$ cat src/rtl/sram_ctrl.sv
// Synchronous initiator for a 2048x8 asynchronous SRAM: sequences CE/WE/OE through
// setup, access and hold phases for single read/write requests.
module sram_ctrl #(
    parameter int unsigned ADDR_W     = 11,
    parameter int unsigned DATA_W     = 8,
    parameter int unsigned SETUP_CYC  = 1,
    parameter int unsigned ACCESS_CYC = 2,
    parameter int unsigned HOLD_CYC   = 1
) (
    input  logic              clk,
    input  logic              reset,
    input  logic              req_valid,
    output logic              req_ready,
    input  logic              req_write,
    input  logic [ADDR_W-1:0] req_addr,
    input  logic [DATA_W-1:0] req_wdata,
    output logic              rsp_valid,
    output logic [DATA_W-1:0] rsp_rdata,
    output logic [ADDR_W-1:0] sram_addr,
    output logic [DATA_W-1:0] sram_wdata,
    input  logic [DATA_W-1:0] sram_rdata,
    output logic              sram_ce_n,
    output logic              sram_we_n,
    output logic              sram_oe_n
);

    localparam int unsigned CNT_W = 4;
    localparam logic [CNT_W-1:0] SETUP_LD  = CNT_W'(SETUP_CYC - 1);
    localparam logic [CNT_W-1:0] ACCESS_LD = CNT_W'(ACCESS_CYC - 1);
    localparam logic [CNT_W-1:0] HOLD_LD   = CNT_W'(HOLD_CYC - 1);

    typedef enum logic [1:0] {
        ST_IDLE   = 2'd0,
        ST_SETUP  = 2'd1,
        ST_ACCESS = 2'd2,
        ST_HOLD   = 2'd3
    } state_t;

    state_t           state;
    state_t           state_nxt;
    logic [CNT_W-1:0] cnt;
    logic [CNT_W-1:0] cnt_nxt;
    logic             is_write;
    logic             is_write_nxt;
    logic             accept_c;
    logic             capture_c;

    // req_ready is only high in IDLE, so this alone qualifies an accept
    assign accept_c = req_valid && req_ready;

    // Next-state: each phase loads its length minus one and leaves when the counter hits zero
    always_comb begin
        state_nxt    = state;
        cnt_nxt      = cnt;
        is_write_nxt = is_write;
        capture_c    = 1'b0;
        case (state)
            ST_IDLE: begin
                if (accept_c) begin
                    state_nxt    = ST_SETUP;
                    cnt_nxt      = SETUP_LD;
                    is_write_nxt = req_write;
                end
            end
            ST_SETUP: begin
                if (cnt == '0) begin
                    state_nxt = ST_ACCESS;
                    cnt_nxt   = ACCESS_LD;
                end else begin
                    cnt_nxt = cnt - CNT_W'(1);
                end
            end
            ST_ACCESS: begin
                if (cnt == '0) begin
                    state_nxt = ST_HOLD;
                    cnt_nxt   = HOLD_LD;
                    capture_c = !is_write;
                end else begin
                    cnt_nxt = cnt - CNT_W'(1);
                end
            end
            ST_HOLD: begin
                if (cnt == '0) begin
                    state_nxt = ST_IDLE;
                    cnt_nxt   = '0;
                end else begin
                    cnt_nxt = cnt - CNT_W'(1);
                end
            end
            default: begin
                state_nxt = ST_IDLE;
                cnt_nxt   = '0;
            end
        endcase
    end

    // State register; pin outputs are decoded from the next state so they are flop outputs
    always_ff @(posedge clk) begin
        if (reset) begin
            state      <= ST_IDLE;
            cnt        <= '0;
            is_write   <= 1'b0;
            req_ready  <= 1'b0;
            rsp_valid  <= 1'b0;
            rsp_rdata  <= '0;
            sram_addr  <= '0;
            sram_wdata <= '0;
            sram_ce_n  <= 1'b1;
            sram_we_n  <= 1'b1;
            sram_oe_n  <= 1'b1;
        end else begin
            state     <= state_nxt;
            cnt       <= cnt_nxt;
            is_write  <= is_write_nxt;
            req_ready <= (state_nxt == ST_IDLE);
            sram_ce_n <= (state_nxt == ST_IDLE);
            sram_we_n <= !((state_nxt == ST_ACCESS) && is_write_nxt);
            sram_oe_n <= !((state_nxt == ST_ACCESS) && !is_write_nxt);
            rsp_valid <= capture_c;
            if (capture_c) begin
                rsp_rdata <= sram_rdata;
            end
            if (accept_c) begin
                sram_addr <= req_addr;
                if (req_write) begin
                    sram_wdata <= req_wdata;
                end
            end
        end
    end

endmodule

$ cat config.mk
export PLATFORM = sky130hd
export DESIGN_NAME = sram_ctrl
export DESIGN_NICKNAME = d
export VERILOG_FILES = /design/src/rtl/sram_ctrl.sv
export SDC_FILE = /design/constraint.sdc
export NUM_CORES = 1
export LEC_CHECK = 0
export CORE_MARGIN = 2
export CORE_UTILIZATION = 25
export DETAILED_ROUTE_END_ITERATION = 10
export PLACE_DENSITY = 0.63
export SKIP_CTS_REPAIR_TIMING = 1
export SLEW_MARGIN = 20
export SYNTH_ARGS = -nofsm -noshare
export SYNTH_HDL_FRONTEND = slang
export SYNTH_SLANG_ARGS = --single-unit
$ cat constraint.sdc
create_clock -name clk -period 1.9 [get_ports clk]
set_input_delay 0.19 -clock clk [delete_from_list [all_inputs] [get_ports clk]]
set_output_delay 0.19 -clock clk [all_outputs]
set_load 0.05 [all_outputs]
== After elaboration in Yosys (flattened, before gate mapping) ==
Cells that the tools add are included.
Cells by class
  $add $sub $neg: 1
  equality and inequality tests: 5
  muxes and demuxes: 13
  reductions and logical operators: 12
Operator list (number)
  $mux W4: 3
  $pmux W4 S3: 1
  $mux W2: 4
  $pmux W2 S4: 1
  $eq A2 B2 Y1 const B: 3
  $logic_not A1 Y1: 4
  $logic_not A2 Y1: 2
  $logic_not A4 Y1: 1
  $mux W1: 4
  $sub A4 B1 Y4 const B: 1
  $logic_and A1 B1 Y1: 3
  $eq A2 B1 Y1 const B: 1
  $ne A2 B2 Y1 const B: 1
  $reduce_and A2 Y1: 1
  $reduce_or A2 Y1: 1
Word-level totals
  bits in registers: 39
  bits of input ports: 31
  output and inout bits: 32

== Depth between registers and ports, before layout ==
  depth in word-level cells: 6
  gate-level depth with buffers: 6
  gate-level depth less buffers: 5

== Worst setup path before layout ==
Ideal clock, no wire load.
  path kind: flip-flop to flip-flop
  from: register cnt[0]
  to: register sram_we_n
  setup time: 127 ps
  arrival: 1442 ps
  required time: 1773 ps
  slack: 331 ps
  cell stages (with the launch flop): 7
  cell sequence: dfxtp_1 -> inv_1 -> ha_1 -> or3b_1 -> clkbuf_1 -> a22o_1 -> or3b_1
On the way
  longest elaborated chain between the ends: 6
  elaborated cells on any way between the ends: 8
  classes of those cells: 1 x eq/ne; 4 x mux; 3 x reduce/logical
RTL lines
  start: declaration: line 41  | logic [CNT_W-1:0] cnt;
  start signal: assignment: line 113  | cnt <= cnt_nxt;
  $logic_not A4 Y1 (*): line 66, 74, 83
  $mux W2, on equally long branches: line 83, 66, 74
  $pmux W2 S4 (*): line 57  | case (state)
  $eq A2 B2 Y1 (*): line 117  | sram_we_n <= !((state_nxt == ST_ACCESS) && is_write_nxt);
  $logic_and A1 B1 Y1 (*): line 117
  $logic_not A1 Y1 (*): line 117
  end signal: assignment: line 117
  end: declaration: line 23  | output logic sram_we_n,
Mark *: on every way between the ends. The rest lies on a longest branch, timed or not.
A chain may end at the register's enable or synchronous reset.

== Worst setup path in the final report ==
  from: register req_ready
  to: output port req_ready
RTL lines
  start: declaration: line 13  | output logic req_ready,
  start signal: assignment: line 115  | req_ready <= (state_nxt == ST_IDLE);
No word-level cell between the ends.

==> impl_results.md <==
- Outcome: completed
- Die height: about 80 um
- Yosys cell types: 32
- F_max: between 500 and 600 MHz
- Period minus WS final: 1.706 ns
- Fin Hold WS: around 0.45 ns
- Initial antenna violation count: 0
- Top Family by Delay on Critical Path: buffers and inverters
- R2r setup slk: around 0.26 ns
- Root Driver: clkbuf_8
- Final ANT Viol Nets: 0
- Fin. Hold Viols: 0
- Ys flop type: dfxtp_1
- GRT Resource Usage Total: approximately 12%
- IO Count: 63
- Number of synthesized flops with an enable pin: 0
- First-pass GRT wire length: approximately 6000 um
- Dpl cells: 311
- Sequential area share after synthesis: approximately 51%
- Full die area: between 6000 and 7000 um^2
- Core Area: approximately 5900 um^2
- Final WL: 3805 um
- Via density: 4.530
- Critical path launch point: req_ready$_SDFF_PP0_
- CTS buffer count: 5
- RSZ-0062 raised after global routing: no
- Max incr delay on CP: 0.83 ns
- Syn Inst Count: approximately 180
- Synth top area share: around half
- Critical path's slowest cell: clkdlybuf4s50_1
- Syn_nets: between 200 and 250
- Hold WC Path Type: input port to register
- Gr ovfl total: 0
- Critical path class: register to output pin
- N_diodes: 0
- H-tree levels: 2
- Final RePlAce weighted congestion: around 0.79
- FILL cells: 600
- FF-to-FF path depth: 5
- Initial Util: approximately a quarter
- Cell Pwr Density: approximately 1300 nW/um^2
- IO Port Bufs: between 60 and 70
- Top cells by count, synth: dfxtp_1 (39), a21oi_1 (32), nand2_1 (32)
- LEAKAGE: around 0.80 nW
- Reg clk slew, reported paths: around 0.070 ns
- Synth-to-layout area growth: 52.34%
- Slew Limit Fails: 0
- Detailed-route wire length per cell: 11.93 um
- Detailed Route Iter0 Violations: 48
- FF-to-FF End: sram_we_n$_SDFF_PP1_
- Crit path cell chain: clkdlybuf4s50_1
- Sum of net half-perimeters after detailed placement: 2772 um
- Syn Area/Cell: ~8.5 um^2
- Setup crit start kind: register
- Area after DPL: ~2200 um^2
- Largest net degree at the start of global routing: 16
- Num Clock Sinks: 39
- Critical Path Sink: req_ready
- Arr. time, crit path: roughly 1.5 ns
- Die X-Extent: just over 80 um
- Endpoint class of the critical path: output pin
- CP max FO: 6
- Slew headroom: between 60% and 70%
- Layout cells sized above 1: approximately 7.4%
- Biggest area consumer among synthesized cells: dfxtp_1
- Yosys warning total: 0
- Largest vdd supply drop: around 0.62 mV
- DR pass1 iterations: 4
- Vias in the first global route: about 1,400
- Final instance area: about 2300 um^2
- NumNets Final: approximately 280
- Vias after detailed routing: between 1,000 and 1,500
- Non-filler cells, final: 319
- Synth area leaders: dfxtp_1 (51%), a21oi_1 (11%), nand2_1 (7.9%), nand3_1 (6.2%), o21ai_0 (3.0%)
- Maxcap violations: 0
- Mapped Area: about 1500 um^2
- WP buf/inv: 1
- Worst-Margin Slew: a little over 0.5 ns
- CTS tree: yes
- Worst Path Required: roughly 1.7 ns
- Flops & latches, synth: 39
- Layout Utilization: about two fifths
- Residual DRC: 0
- Reg-to-reg startpoint: cnt[0]$_SDFFE_PP0P_
- Site Rows: 28
- Skew-Pair Late Insertion Delay: between 0.2 and 0.3 ns
- CP Depth: 1
- Top-count cell post-synth: dfxtp_1
- Worst Clk Skew: between 0.003 and 0.004 ns
- # setup viols final: 0
- Final Cycle Share: approximately 90%
- Sum of negative setup slack: 0 ns
- Async SR Flop Fraction: 0%
- Maximum clock path buffer count: 2
## area by class of cell
class                   count  area, um^2  share of cell area [%]
flip-flops and latches     39       780.7                   33.66
well taps                  75       93.84                   4.045
clock inverters             1       5.005                  0.2158
inverters                   3       11.26                  0.4854
repair buffers             70       680.7                   29.34
clock buffers               7       76.32                   3.290
multi-input cells         124       671.9                   28.96
## where the power goes
group	total [W]	internal [W]	switching (W)	leakage [nW]
logic	0.00136	0.000513	0.000848	0.436
registers	0.00110	0.000974	0.000131	0.317
clock network	0.000532	0.000258	0.000274	0.0422
## worst min-delay path by stage
stage | cells past startpoint | slack (ns) | endpoint | from
final | 3 | 0.45 | sram_addr[4]$_SDFFE_PP0P_ | req_addr[4]
after global routing | 3 | 0.45 | sram_addr[4]$_SDFFE_PP0P_ | req_addr[4]
after CTS | 3 | 0.44 | sram_addr[2]$_SDFFE_PP0P_ | req_addr[2]
after detailed placement | 2 | 0.45 | sram_wdata[7]$_SDFFE_PP0P_ | sram_wdata[7]$_SDFFE_PP0P_
after global placement | 2 | 0.44 | sram_addr[0]$_SDFFE_PP0P_ | sram_addr[0]$_SDFFE_PP0P_
after floorplan | 1 | 0.29 | sram_we_n$_SDFF_PP1_ | reset
## layer usage
| layer | vias to the layer above | global-route usage (%) | part of all wire, % |
|---|---|---|---|
| met5 | - | 0 | 0 |
| met4 | 0 | 3.500 | 0.81 |
| met3 | 4 | 3.736 | 6.3 |
| met2 | 40 | 18.86 | 45 |
| met1 | 655 | 14.34 | 48 |
| li1 | 746 | - | - |
## per-stage QoR
| step | total power [W] | setup slack (ns) |
|---|---|---|
| after floorplan | 0.002061 | 0.3312 |
| after global placement | 0.002485 | 0.3382 |
| after detailed placement | 0.002489 | 0.2964 |
| after CTS | 0.003029 | 0.1813 |
| after global routing | 0.003214 | 0.1252 |
| final | 0.002997 | 0.1938 |
## state kept, by name, summed over array words and instances, names as in the netlist, 2 cells and up
| signal | cells |
|---|---|
| sram_wdata | 8 |
| cnt | 4 |
| rsp_rdata | 8 |
| state | 2 |
| sram_addr | 11 |
## cells by family after synthesis
kind of cell / after synthesis / share of synthesized area (%)
AO/OA/AOI/OAI: 47 / 16.68
XOR/XNOR: 1 / 0.5753
buffers and inverters: 16 / 4.601
adder cells (fa/ha/maj): 2 / 1.643
multiplexers: 1 / 0.6574
flip-flops: 39 / 51.27
AND/OR/NAND/NOR: 73 / 24.57
## worst register-to-register path: cells and delay by family, from the launching register on
family	cells	cell delay (ns)
simple gates	2	0.67
flops	1	0.37
fa+ha+maj	1	0.21
compound gates	1	0.19
buf+inv	1	0.07
## cells in the final DEF, fill, tap and decap left out, drive strengths merged
cell type,Yosys,routed
a2111o,1,1
a211oi,1,1
a21oi,32,32
a22o,1,1
a22oi,1,1
a31oi,1,1
and2,1,1
and4bb,2,2
buf,4,8
clkbuf,9,7
clkdlybuf4s50,0,62
clkinv,0,1
dfxtp,39,39
ha,2,2
inv,3,3
mux2i,1,1
nand2,32,32
nand2b,1,1
nand3,19,19
nand3b,3,3
nor2,4,4
nor2b,1,1
nor3,1,1
nor3b,2,2
o21ai,9,9
o31ai,1,1
or3,3,3
or3b,3,3
or4,1,1
xnor2,1,1
(Power assumes the default switching activity.)
